File: config.mk
export PLATFORM = sky130hd
export DESIGN_NAME = mux_scan_nto1
export DESIGN_NICKNAME = d
export VERILOG_FILES = /design/src/rtl/mux_scan_nto1.sv
export SDC_FILE = /design/constraint.sdc
export NUM_CORES = 1
export LEC_CHECK = 0
export CORE_ASPECT_RATIO = 0.9
export CORE_MARGIN = 5
export CORE_UTILIZATION = 40
export DETAILED_ROUTE_END_ITERATION = 10
export PLACE_DENSITY_LB_ADDON = 0.3
export REMOVE_ABC_BUFFERS = 1
export SETUP_SLACK_MARGIN = 0.05
export SYNTH_ARGS = -nofsm -noshare
export SYNTH_HDL_FRONTEND = slang
export SYNTH_SLANG_ARGS = --single-unit
File: constraint.sdc
create_clock -name i_clk -period 3.8 [get_ports i_clk]
set_input_delay 0.57 -clock i_clk [delete_from_list [all_inputs] [get_ports i_clk]]
set_output_delay 0.57 -clock i_clk [all_outputs]
set_load 0.02 [all_outputs]
File: src/rtl/mux_scan_nto1.sv
`default_nettype none
// ============================================================================
// Module      : mux_scan_nto1
// Description : N-to-1 registered channel mux with manual select and a
//               dwell-timed automatic scan over enabled channels. Define
//               MUX_SCAN_LOOP_EN to make the scan wrap continuously.
// Revision    : 1.0 - initial release
// ============================================================================
module mux_scan_nto1 #(
    parameter int SEL_W  = 2,
    parameter int DATA_W = 8,
    parameter int DWELL  = 16
) (
    input  logic                         i_clk,
    input  logic                         i_rst_n,
    input  logic [(2**SEL_W)*DATA_W-1:0] i_data,
    input  logic                         i_mode,
    input  logic [SEL_W-1:0]             i_sel,
    input  logic [(2**SEL_W)-1:0]        i_ch_en,
    input  logic                         i_start,
    output logic [DATA_W-1:0]            o_data,
    output logic [SEL_W-1:0]             o_ch,
    output logic                         o_valid,
    output logic                         o_scan_done
);

    localparam int               CH_NUM     = 2**SEL_W;
    localparam int               CNT_W      = 16;
    localparam logic [CNT_W-1:0] DWELL_LAST = CNT_W'(DWELL - 1);

    typedef enum logic [1:0] {
        S_IDLE   = 2'd0,
        S_MANUAL = 2'd1,
        S_SCAN   = 2'd2
    } state_t;

    state_t              state_q, state_d;
    logic [DATA_W-1:0]   data_q, data_d;
    logic [SEL_W-1:0]    ch_q, ch_d;
    logic                valid_q, valid_d;
    logic                done_q, done_d;
    logic [SEL_W-1:0]    ptr_q, ptr_d;
    logic [CNT_W-1:0]    cnt_q, cnt_d;
    logic                empty_q, empty_d;
    logic                wrap_q, wrap_d;

    logic [DATA_W-1:0]   w_ch_data [CH_NUM];
    logic                w_low_found;
    logic [SEL_W-1:0]    w_low_idx;
    logic                w_next_found;
    logic [SEL_W-1:0]    w_next_idx;

    generate
        for (genvar g = 0; g < CH_NUM; g++) begin : g_unpack
            assign w_ch_data[g] = i_data[g*DATA_W +: DATA_W];
        end
    endgenerate

    // Descending search so the lowest qualifying index is the one kept.
    always_comb begin
        w_low_found  = 1'b0;
        w_low_idx    = '0;
        w_next_found = 1'b0;
        w_next_idx   = '0;
        for (int k = CH_NUM - 1; k >= 0; k--) begin
            if (i_ch_en[k]) begin
                w_low_found = 1'b1;
                w_low_idx   = SEL_W'(k);
            end
            if (i_ch_en[k] && (SEL_W'(k) > ptr_q)) begin
                w_next_found = 1'b1;
                w_next_idx   = SEL_W'(k);
            end
        end
    end

    always_comb begin
        state_d = state_q;
        data_d  = data_q;
        ch_d    = ch_q;
        valid_d = valid_q;
        done_d  = 1'b0;
        ptr_d   = ptr_q;
        cnt_d   = cnt_q;
        empty_d = empty_q;
        wrap_d  = wrap_q;

        case (state_q)
            S_IDLE: begin
                valid_d = 1'b0;
                if (!i_mode) begin
                    state_d = S_MANUAL;
                end else if (i_start) begin
                    state_d = S_SCAN;
                    ptr_d   = w_low_idx;
                    cnt_d   = '0;
                    empty_d = !w_low_found;
                    wrap_d  = 1'b0;
                end
            end

            S_MANUAL: begin
                if (i_mode) begin
                    state_d = S_IDLE;
                    valid_d = 1'b0;
                end else begin
                    data_d  = w_ch_data[i_sel];
                    ch_d    = i_sel;
                    valid_d = i_ch_en[i_sel];
                end
            end

            S_SCAN: begin
                if (!i_mode) begin
                    state_d = S_IDLE;
                    valid_d = 1'b0;
                    cnt_d   = '0;
                end else if (empty_q) begin
                    // Nothing left to show: either the pass ended or no channel was enabled.
`ifdef MUX_SCAN_LOOP_EN
                    done_d  = 1'b1;
                    valid_d = 1'b0;
                    ptr_d   = w_low_idx;
                    cnt_d   = '0;
                    empty_d = !w_low_found;
`else
                    done_d  = 1'b1;
                    valid_d = 1'b0;
                    state_d = S_IDLE;
`endif
                end else begin
                    data_d  = w_ch_data[ptr_q];
                    ch_d    = ptr_q;
                    valid_d = 1'b1;
                    done_d  = wrap_q;
                    wrap_d  = 1'b0;
                    if (cnt_q == DWELL_LAST) begin
                        cnt_d = '0;
                        if (w_next_found) begin
                            ptr_d = w_next_idx;
                        end else begin
`ifdef MUX_SCAN_LOOP_EN
                            ptr_d = w_low_idx;
                            if (w_low_found) begin
                                wrap_d = 1'b1;
                            end else begin
                                empty_d = 1'b1;
                            end
`else
                            empty_d = 1'b1;
`endif
                        end
                    end else begin
                        cnt_d = cnt_q + 1'b1;
                    end
                end
            end

            default: begin
                state_d = S_IDLE;
                valid_d = 1'b0;
            end
        endcase
    end

    always_ff @(posedge i_clk or negedge i_rst_n) begin
        if (!i_rst_n) begin
            state_q <= S_IDLE;
            data_q  <= '0;
            ch_q    <= '0;
            valid_q <= 1'b0;
            done_q  <= 1'b0;
            ptr_q   <= '0;
            cnt_q   <= '0;
            empty_q <= 1'b0;
            wrap_q  <= 1'b0;
        end else begin
            state_q <= state_d;
            data_q  <= data_d;
            ch_q    <= ch_d;
            valid_q <= valid_d;
            done_q  <= done_d;
            ptr_q   <= ptr_d;
            cnt_q   <= cnt_d;
            empty_q <= empty_d;
            wrap_q  <= wrap_d;
        end
    end

    assign o_data      = data_q;
    assign o_ch        = ch_q;
    assign o_valid     = valid_q;
    assign o_scan_done = done_q;

endmodule
`default_nettype wire

==> results.rst, run 1 <==
.. list-table::
   :header-rows: 1

   * - Metric
     - Value
   * - Number of antenna repair diodes
     - 0
   * - Worst-case hold path end point
     - cnt_q[14]$_DFFE_PN0P_
   * - Type of origin of the critical path
     - register
   * - Cell count of the worst reg-to-reg path
     - 5
   * - Max Clk Rate
     - about 420 MHz
   * - Maxcap violations
     - 0
   * - Core area
     - 5560 sq um
   * - Post-synth ARST share
     - 1.00
   * - Distinct cell type count of the synthesized netlist
     - 38
   * - Post-synthesis xor/xnor area fraction
     - 0.0311
   * - Minimum clock period
     - 2370 ps
   * - Vias in the first global route
     - 1961
   * - Internal power summed over all cells
     - 0.991 mW
   * - Min-Delay Startpoint
     - cnt_q[14]$_DFFE_PN0P_
   * - Clock skew after layout
     - 5.89 ps
   * - Die outline area
     - 7240 sq um
   * - Clock share of power
     - 0.176
   * - Top flip-flop cell by instance count after synthesis
     - dfrtp_1
   * - Arrival time at the worst endpoint
     - ~2500 ps
   * - Reg-to-reg critical path startpoint
     - cnt_q[12]$_DFFE_PN0P_
   * - Global-route wire length before repair
     - 9.29 mm
   * - Number of antenna violations at the first check in global routing
     - 0
   * - Compound-cell area share of the yosys netlist
     - 0.155
   * - Maximum VDD drop
     - 0.468 mV
   * - Global route overflow
     - 0
   * - Final worst path period share
     - 0.624
   * - Clock network latency to the later pin of the worst-skew pair
     - 280 ps
   * - Site Rows
     - 26
   * - Static Leakage
     - 1.21 nW
   * - Largest fanout on the critical path
     - 10
   * - Class of the tightest hold or removal check
     - register to register
   * - Transition time at the pin with the least slew margin
     - 847 ps
   * - Synthesis warning total
     - 0
   * - Multiplexer share of the synthesized area
     - 0.204
   * - Final Routed Wirelength
     - 5.51 mm
   * - Leading cell types in the layout, fill and taps excluded
     - 53 x clkdlybuf4s50_1, 33 x dfrtp_1, 25 x nor2_1
   * - Worst Hold Depth
     - 1
   * - TritonCTS clock tree
     - built
   * - Layout cells sized above 1
     - 0.0790
   * - Die Span X
     - 89.1 um
   * - Worst setup startpoint
     - cnt_q[12]$_DFFE_PN0P_
   * - Initial standard-cell utilization of the core
     - 0.405
   * - Most frequent standard cell in the layout excluding fill and tap cells
     - clkdlybuf4s50_1
   * - Switching power
     - 0.687 mW
   * - Clock Root Buffer
     - clkbuf_8
   * - R2R Setup Slk
     - 1430 ps
   * - Routed via count divided by cell count
     - 5.51
   * - Setup Slack @ Placement
     - 1150 ps
   * - Final-report max-slew violation count
     - 0
   * - Slew Limit Headroom
     - 0.436
   * - # clock sinks
     - 33
   * - Maximum number of buffers from clock root to sink
     - 2
   * - Count of endpoints failing hold in the final timing report
     - 0
   * - Global placer's final weighted congestion
     - 0.827
   * - 1st-iter DRT viols
     - 107
   * - Clock input transition at the sequential cells of the worst setup and hold paths
     - 70 ps
   * - Die Y-Extent
     - roughly 81 um
   * - Largest family of logic cells by synthesized area
     - multiplexers
   * - Setup_tns
     - 0 ps
   * - Switch share
     - 0.409
   * - Largest net degree at the start of global routing
     - 34
   * - CTS Hold Buffers Added
     - 0
   * - Share of the yosys chip area belonging to registers
     - 0.366
   * - Final nets
     - 336
   * - Final Setup Violations
     - 0
   * - EDFF count, synth
     - 0
   * - Relative contribution of combinational cells to total power
     - 0.503
   * - Vias after detailed routing
     - ~2000
   * - Type of destination of the critical path
     - register
   * - CTS H-tree depth
     - 2
   * - TritonCTS Buffers
     - 5
   * - Setup repair after global routing missed its margin
     - no
   * - # IOs
     - 54
   * - Detailed Routing Iterations Pass 1
     - 4
   * - Per-instance average area after synthesis
     - 9.32 sq um
   * - Gate count after technology mapping
     - 242
   * - Remaining design rule violation count
     - 0
   * - Post-cts gate resize count
     - 0
   * - Placed wire-length estimate
     - between 4 and 5 mm
   * - Adder-Cell Fraction of Synth Area
     - 0.0222
   * - Synthesized-area fraction occupied by and/or/nand/nor cells
     - 0.173
   * - Final Worst Setup Slack
     - 1430 ps
   * - Synthesis-to-finish area growth
     - 30.0%
   * - Sequential fraction of design power
     - 0.321
   * - Critical path class
     - register to register
   * - Req. time, crit path
     - 3950 ps
   * - Routed wire per std cell
     - 15.3 um
   * - Post-synthesis register bit count
     - 33
   * - Post-synth design cell area
     - ~2300 sq um
   * - Cell area power density
     - 572 nW/um^2
   * - Setup fix buffers added after clock tree synthesis
     - 0
   * - Result of the run
     - finished clean
   * - Buffers added on ports
     - 53
   * - Reg-to-Reg End
     - cnt_q[9]$_DFFE_PN0P_
   * - Antenna violation net count after detailed routing
     - 0
   * - Overall global routing resource usage
     - 0.165
## power groups by stage
stage	logic, mW	clock network [mW]	registers (mW)
floorplan	0.479	0	0.592
finish	0.844	0.295	0.539
global placement	0.837	0	0.545
CTS	0.850	0.305	0.539
global route	0.939	0.326	0.556
detailed placement	0.846	0	0.545
## area by class of cell
type | count | area [sq um]
clock buffer | 7 | 96.3
clock inverter | 1 | 5.00
fill | 500 | 2630
inverter | 12 | 45.0
multi-input combinational | 182 | 1320
sequential | 33 | 826
tap | 70 | 87.6
timing repair buffer | 56 | 553
## flip-flops by register name (all words and copies together) (netlist names)
name and flops:
empty_q 1, cnt_q 16, o_ch 2, ptr_q 2
o_valid 1, o_scan_done 1, o_data 8, state_q 2
## cell families after synthesis
logic type	after synthesis
muxes	32
DFF	33
and+or+nand+nor	81
xor gates and xnor gates	8
buffers and inverters	27
AOI/OAI and AO/OA	57
adders and majority gates	4
## synth_stat cells (3+ instances only)
| cell type | n | share of area |
|---|---|---|
| a21oi_1 | 22 | 0.049 |
| mux2i_1 | 20 | 0.089 |
| nand2b_1 | 3 | 0.0083 |
| a22oi_1 | 4 | 0.013 |
| nand2_1 | 15 | 0.025 |
| a31oi_1 | 3 | 0.0083 |
| nor3_1 | 9 | 0.020 |
| ha_1 | 4 | 0.022 |
| and3_1 | 5 | 0.014 |
| xnor2_1 | 5 | 0.019 |
| a211oi_1 | 3 | 0.010 |
| o21ai_1 | 9 | 0.020 |
| inv_1 | 12 | 0.020 |
| nor2_1 | 25 | 0.042 |
| dfrtp_1 | 33 | 0.37 |
| xor2_1 | 3 | 0.012 |
| a32oi_1 | 3 | 0.012 |
| clkbuf_1 | 11 | 0.018 |
| o21ai_0 | 4 | 0.0089 |
| nor2b_1 | 5 | 0.014 |
| nand3_1 | 9 | 0.020 |
| mux4_2 | 11 | 0.11 |
| or4_1 | 4 | 0.013 |
## critical path, cell delays in order (launching register included)
cell and delay (ps):
dfrtp_1 420, or4_1 530, or4_1 680, and3_1 360, a21oi_1 170, a21oi_1 90
## metal layers
metal,track usage,vias up,part of all wire
met1,0.227,967,0.47
li1,-,981,-
met5,0,-,0
met3,0.0314,9,0.032
met2,0.254,32,0.49
met4,0.0670,0,0.014
## worst max-delay path by stage
stage / endpoint / slack [ps] / depth (start not counted)
global route: cnt_q[3]$_DFFE_PN0P_ / 1290 / 6
floorplan: cnt_q[8]$_DFFE_PN0P_ / 1480 / 7
CTS: cnt_q[6]$_DFFE_PN0P_ / 1430 / 4
global placement: cnt_q[3]$_DFFE_PN0P_ / 1240 / 6
finish: cnt_q[9]$_DFFE_PN0P_ / 1430 / 5
detailed placement: cnt_q[3]$_DFFE_PN0P_ / 1150 / 6
## stage by stage
step / std cells / instance area [sq um] / total power, mW / hold WS (ps) / utilization
final: 361 / 2930 / 1.68 / 487 / 0.527
after global routing: 361 / 2930 / 1.82 / 508 / 0.527
after CTS: 361 / 2930 / 1.69 / 493 / 0.527
after detailed placement: 353 / 2830 / 1.39 / 484 / 0.509
after global placement: 353 / 2830 / 1.38 / 481 / 0.509
after floorplan: 227 / 2190 / 1.07 / 274 / -
Power figures use the tool's default switching activity.
==> run 2, diff against run 1 <==
==> constraint.sdc (replaced) <==
create_clock -name i_clk -period 2 [get_ports i_clk]
set_input_delay 0.3 -clock i_clk [delete_from_list [all_inputs] [get_ports i_clk]]
set_output_delay 0.3 -clock i_clk [all_outputs]
set_load 0.02 [all_outputs]
==> run 2 against run 1 <==
  * The run now ends with negative setup slack left
  * Setup slack worse by 1500 ps
  * Core utilization is 7.3 points higher
  * Register-to-register slack worse by 1500 ps
  * Clock power is 92% higher
  * Combinational power is 140% higher
  * Critical endpoint is now ptr_q[1]$_DFFE_PN0P_
  * Largest cell class unchanged
  * Largest power group unchanged
  * Highest routed layer unchanged
==> results.rst, run 2 (same netlist as run 1, synthesis figures left out) <==
.. list-table::
   :header-rows: 1

   * - Metric
     - Value
   * - Number of antenna violations at the first check in global routing
     - 0
   * - Clock network latency to the later pin of the worst-skew pair
     - 290 ps
   * - CTS Hold Buffers Added
     - 0
   * - Die outline area
     - 7240 sq um
   * - Routed via count divided by cell count
     - 5.40
   * - Final Worst Setup Slack
     - -116 ps
   * - Global placer's final weighted congestion
     - a little under 0.9
   * - # IOs
     - 54
   * - Placed wire-length estimate
     - about 4.7 mm
   * - R2R Setup Slk
     - -120 ps
   * - Antenna violation net count after detailed routing
     - 0
   * - Buffers added on ports
     - 53
   * - Class of the tightest hold or removal check
     - input port to async pin
   * - Vias after detailed routing
     - around 2200
   * - Site Rows
     - 26
   * - Core area
     - 5560 sq um
   * - Largest Register
     - cnt_q
   * - Flip-flop count of the largest register after layout
     - 16
   * - Maximum VDD drop
     - 0.802 mV
   * - # clock sinks
     - 33
   * - Minimum clock period
     - 2120 ps
   * - Slew Limit Headroom
     - 0.696
   * - TritonCTS Buffers
     - 5
   * - Result of the run
     - finished with violations
   * - Final nets
     - 381
   * - Number of antenna repair diodes
     - 0
   * - Violations in the final reports
     - negative setup slack
   * - Cell area power density
     - around 1100 nW/um^2
   * - Final Setup Violations
     - 18
   * - 1st-iter DRT viols
     - 100
   * - Final worst path period share
     - 1.06
   * - Die Y-Extent
     - 81.2 um
   * - Remaining design rule violation count
     - 0
   * - Clock skew after layout
     - 3.34 ps
   * - Power after layout
     - 3.55 mW
   * - Synthesis-to-finish area growth
     - 48.1%
   * - Detailed Routing Iterations Pass 1
     - 4
   * - Total placed instance area
     - 3140 sq um
   * - Final-report max-slew violation count
     - 0
   * - CTS H-tree depth
     - 2
   * - Req. time, crit path
     - 2180 ps
   * - Setup_tns
     - -1020 ps
   * - Cell count of the worst reg-to-reg path
     - 4
   * - Hold Worst Slack
     - 411 ps
   * - Type of destination of the critical path
     - register
   * - Leading cell types in the layout, fill and taps excluded
     - 53 x clkdlybuf4s50_1, 46 x buf_4, 33 x dfrtp_1
   * - Largest net degree at the start of global routing
     - 34
   * - Maximum number of buffers from clock root to sink
     - 2
   * - Clock Root Buffer
     - clkbuf_8
   * - Critical path class
     - register to register
   * - Global route overflow
     - 0
   * - Final Routed Wirelength
     - 6.16 mm
   * - Setup repair after global routing missed its margin
     - yes
   * - Maxcap violations
     - 0
   * - Routed wire per std cell
     - 15.2 um
   * - Most frequent standard cell in the layout excluding fill and tap cells
     - clkdlybuf4s50_1
   * - Largest fanout on the critical path
     - 5
   * - Worst setup startpoint
     - cnt_q[5]$_DFFE_PN0P_
   * - Arrival time at the worst endpoint
     - between 2000 and 2500 ps
   * - Type of origin of the critical path
     - register
   * - Reg-to-reg critical path startpoint
     - cnt_q[5]$_DFFE_PN0P_
   * - Die Span X
     - 89.1 um
   * - Final standard cell area without fillers
     - 3340 sq um
   * - Max Clk Rate
     - 473 MHz
   * - Vias in the first global route
     - 2156
   * - TritonCTS clock tree
     - built
   * - Global-route wire length before repair
     - 10.0 mm
   * - Overall global routing resource usage
     - 0.178
   * - Initial standard-cell utilization of the core
     - 0.405
   * - Reg-to-Reg End
     - ptr_q[1]$_DFFE_PN0P_
   * - Transition time at the pin with the least slew margin
     - 453 ps
   * - Setup Slack @ Placement
     - -218 ps
   * - Static Leakage
     - roughly 1.4 nW
   * - Count of endpoints failing hold in the final timing report
     - 0
   * - Clock input transition at the sequential cells of the worst setup and hold paths
     - 70 ps
   * - Layout cells sized above 1
     - 0.241
==> run 2: stage by stage <==
step | util | cells
2_1_floorplan | - | 227
3_3_place_gp | 0.564 | 394
3_5_place_dp | 0.564 | 394
4_1_cts | 0.590 | 403
5_1_grt | 0.600 | 406
6_report | 0.600 | 406
==> run 2: how the worst max path moves through the flow <==
| stage | endpoint | slack [ps] | cells past startpoint |
|---|---|---|---|
| 5_1_grt | ptr_q[1]$_DFFE_PN0P_ | -160 | 4 |
| 2_1_floorplan | cnt_q[8]$_DFFE_PN0P_ | -320 | 7 |
| 3_3_place_gp | cnt_q[1]$_DFFE_PN0P_ | -200 | 4 |
| 4_1_cts | ptr_q[1]$_DFFE_PN0P_ | -90 | 4 |
| 3_5_place_dp | cnt_q[1]$_DFFE_PN0P_ | -220 | 4 |
| 6_report | ptr_q[1]$_DFFE_PN0P_ | -120 | 4 |
==> run 2: critical path, cell delays in order, from the launching register on <==
cell and delay [ps]:
dfrtp_1 390, or4_4 530, or4_4 580, a21o_1 210, mux2_4 290
==> run 2: routing by layer <==
layer  track usage  vias to the layer above  routed length, um
met3        0.0406                       12                220
met5             0                        -                  0
li1              -                     1081                  -
met2         0.272                       42               3020
met4        0.0655                        0                133
met1         0.245                     1058               2780
==> run 2: final cells by class <==
cell class | instances | area, sq um
multi-input cells | 182 | 1380
repair buffers | 101 | 898
flip-flops and latches | 33 | 826
clock buffers | 7 | 96.3
well taps | 70 | 87.6
fillers | 473 | 2220
inverters | 12 | 45.0
clock inverters | 1 | 5.00
==> run 2: what timing repair did <==
| action | CTS | global route |
|---|---|---|
| gates resized for setup | 11 | 8 |
| endpoints found under the setup margin | 19 | 19 |
| setup buffers | 1 | 3 |
| pin swaps | 6 | 5 |
==> run 2: power breakdown <==
| group | internal (mW) | switching (mW) |
|---|---|---|
| combinational | 0.990 | 1.05 |
| sequential | 0.829 | 0.121 |
| clock | 0.311 | 0.254 |
| total | 2.13 | 1.42 |
==> run 3, diff against run 2 <==
--- a/config.mk
+++ b/config.mk
@@ -6,7 +6,7 @@
 export NUM_CORES = 1
 export LEC_CHECK = 0
 export CORE_ASPECT_RATIO = 0.9
-export CORE_MARGIN = 5
+export CORE_MARGIN = 1.5
 export CORE_UTILIZATION = 40
 export DETAILED_ROUTE_END_ITERATION = 10
 export PLACE_DENSITY_LB_ADDON = 0.3
==> run 3 against run 2 <==
  * The run still ends with negative setup slack left
  * Worst hold slack improved by 6.2 ps
  * Non-clock buffer count down 2
  * Clock skew up 3.3 ps
  * Sequential power rose by 1%
  * First-iteration DRC count down 20%
  * Sequential share of layout area rose by 0.43 points
  * Count of clock-buffer cells in the layout unchanged
  * Final cell count decreased by 1.5%
==> results.rst, run 3 (same netlist as run 1, synthesis figures left out) <==
.. list-table::
   :header-rows: 1

   * - Metric
     - Value
   * - Setup_tns
     - -563 ps
   * - Die outline area
     - 6100 sq um
   * - CP delay by family, top
     - simple AND/OR/NAND/NOR gates
   * - Die Span X
     - 82.1 um
   * - Largest net degree at the start of global routing
     - 34
   * - TritonCTS Buffers
     - 5
   * - Overall global routing resource usage
     - 0.214
   * - Final worst path period share
     - 1.06
   * - Setup repair after global routing missed its margin
     - yes
   * - Largest Register
     - cnt_q
   * - Clock skew after layout
     - 6.68 ps
   * - Critical path buffers and inverters
     - 0
   * - Core area
     - 5350 sq um
   * - Synthesis-to-finish area growth
     - 45.5%
   * - Class of the tightest hold or removal check
     - input port to async pin
   * - Power after layout
     - between 3 and 4 mW
   * - CTS H-tree depth
     - 2
   * - Cell area power density
     - 1050 nW/um^2
   * - Maxcap violations
     - 0
   * - Die Y-Extent
     - 74.2 um
   * - Final-report max-slew violation count
     - 0
   * - Post-layout util
     - 0.613
   * - Setup Slack @ Placement
     - -194 ps
   * - Flip-flop count of the largest register after layout
     - 16
   * - Routed via count divided by cell count
     - 5.41
   * - Slew Limit Headroom
     - 0.661
   * - Number of antenna violations at the first check in global routing
     - 0
   * - Fillers
     - 457
   * - Vias in the first global route
     - roughly 2100
   * - Vias after detailed routing
     - 2162
   * - # clock sinks
     - 33
   * - CTS Hold Buffers Added
     - 0
   * - Global placer's final weighted congestion
     - 0.867
   * - Antenna violation net count after detailed routing
     - 0
   * - Final Setup Violations
     - 18
   * - Maximum number of buffers from clock root to sink
     - 2
   * - TritonCTS clock tree
     - built
   * - Final nets
     - 379
   * - CP max stage cell
     - or4_4
   * - Clock network latency to the later pin of the worst-skew pair
     - 290 ps
   * - Minimum clock period
     - 2120 ps
   * - Transition time at the pin with the least slew margin
     - between 500 and 600 ps
   * - Clock Root Buffer
     - clkbuf_8
   * - Final Routed Wirelength
     - 6.06 mm
   * - Critical path class
     - register to register
   * - Leading cell types in the layout, fill and taps excluded
     - 53 x clkdlybuf4s50_1, 44 x buf_4, 33 x dfrtp_1
   * - Placed wire-length estimate
     - 4.64 mm
   * - Maximum VDD drop
     - slightly above 0.8 mV
   * - # IOs
     - 54
   * - Number of antenna repair diodes
     - 0
   * - Initial standard-cell utilization of the core
     - 0.422
   * - Clock input transition at the sequential cells of the worst setup and hold paths
     - 70 ps
   * - Worst path cell trace
     - or4_1, or4_4, a21o_1, mux2_4
   * - Routed wire per std cell
     - 15.1 um
   * - 1st-iter DRT viols
     - 80
   * - Type of origin of the critical path
     - register
   * - Final standard cell area without fillers
     - 3280 sq um
   * - Static Leakage
     - 1.42 nW
   * - Layout cells sized above 1
     - 0.219
   * - Violations in the final reports
     - negative setup slack
   * - Largest fanout on the critical path
     - 5
   * - Crit-path max cell delay
     - between 500 and 600 ps
   * - Result of the run
     - finished with violations
   * - Count of endpoints failing hold in the final timing report
     - 0
   * - Global route overflow
     - 0
   * - Max Clk Rate
     - 471 MHz
   * - Arrival time at the worst endpoint
     - 2300 ps
   * - Total placed instance area
     - 3130 sq um
   * - Buffers added on ports
     - 53
   * - Final Worst Setup Slack
     - -122 ps
   * - Site Rows
     - 25
   * - Most frequent standard cell in the layout excluding fill and tap cells
     - clkdlybuf4s50_1
   * - Req. time, crit path
     - 2180 ps
   * - Type of destination of the critical path
     - register
   * - Detailed Routing Iterations Pass 1
     - 4
   * - Global-route wire length before repair
     - 9.86 mm
   * - Remaining design rule violation count
     - 0
[run 3: report_power, final]
| part | total, mW | switching [mW] | internal, mW |
|---|---|---|---|
| combinational | 1.97 | 0.999 | 0.974 |
| sequential | 0.961 | 0.133 | 0.828 |
| clock | 0.517 | 0.244 | 0.273 |
[run 3: what timing repair did]
item | CTS | global route
endpoints found under the setup margin | 19 | 19
setup buffers | 0 | 3
pin swaps | 7 | 4
resized for setup | 12 | 1
[run 3: worst paths after layout]
| path | startpoint | end | slack, ps | cells after the start |
|---|---|---|---|---|
| max reg2reg | cnt_q[13]$_DFFE_PN0P_ | ptr_q[1]$_DFFE_PN0P_ | -120 | 4 |
| min | i_rst_n | cnt_q[4]$_DFFE_PN0P_ | 420 | 2 |
| min reg2reg | cnt_q[14]$_DFFE_PN0P_ | cnt_q[14]$_DFFE_PN0P_ | 510 | 1 |
| min in group i_clk | cnt_q[14]$_DFFE_PN0P_ | cnt_q[14]$_DFFE_PN0P_ | 510 | 1 |
| max in group asynchronous | i_rst_n | cnt_q[12]$_DFFE_PN0P_ | 1280 | 2 |
| max | cnt_q[13]$_DFFE_PN0P_ | ptr_q[1]$_DFFE_PN0P_ | -120 | 4 |
[run 3: metrics by stage]
stage | hold WS [ps] | instances
6_report | 417 | 400
5_1_grt | 472 | 400
4_1_cts | 427 | 397
3_5_place_dp | 487 | 390
3_3_place_gp | 469 | 390
2_1_floorplan | 4.41 | 227
[run 3: area by class of cell]
cell class | count | area (sq um) | area share
inverters | 12 | 45.0 | 0.0137
well taps | 67 | 83.8 | 0.0256
multi-input cells | 182 | 1360 | 0.413
flip-flops and latches | 33 | 826 | 0.252
repair buffers | 99 | 883 | 0.269
clock buffers | 7 | 86.3 | 0.0263
[run 3: routing by layer]
metal / vias up / part of all wire / track usage
met2: 46 / 0.49 / 0.348
met1: 1046 / 0.46 / 0.282
met3: 8 / 0.031 / 0.0429
met4: 0 / 0.016 / 0.0810
met5: - / 0 / 0
li1: 1062 / - / -
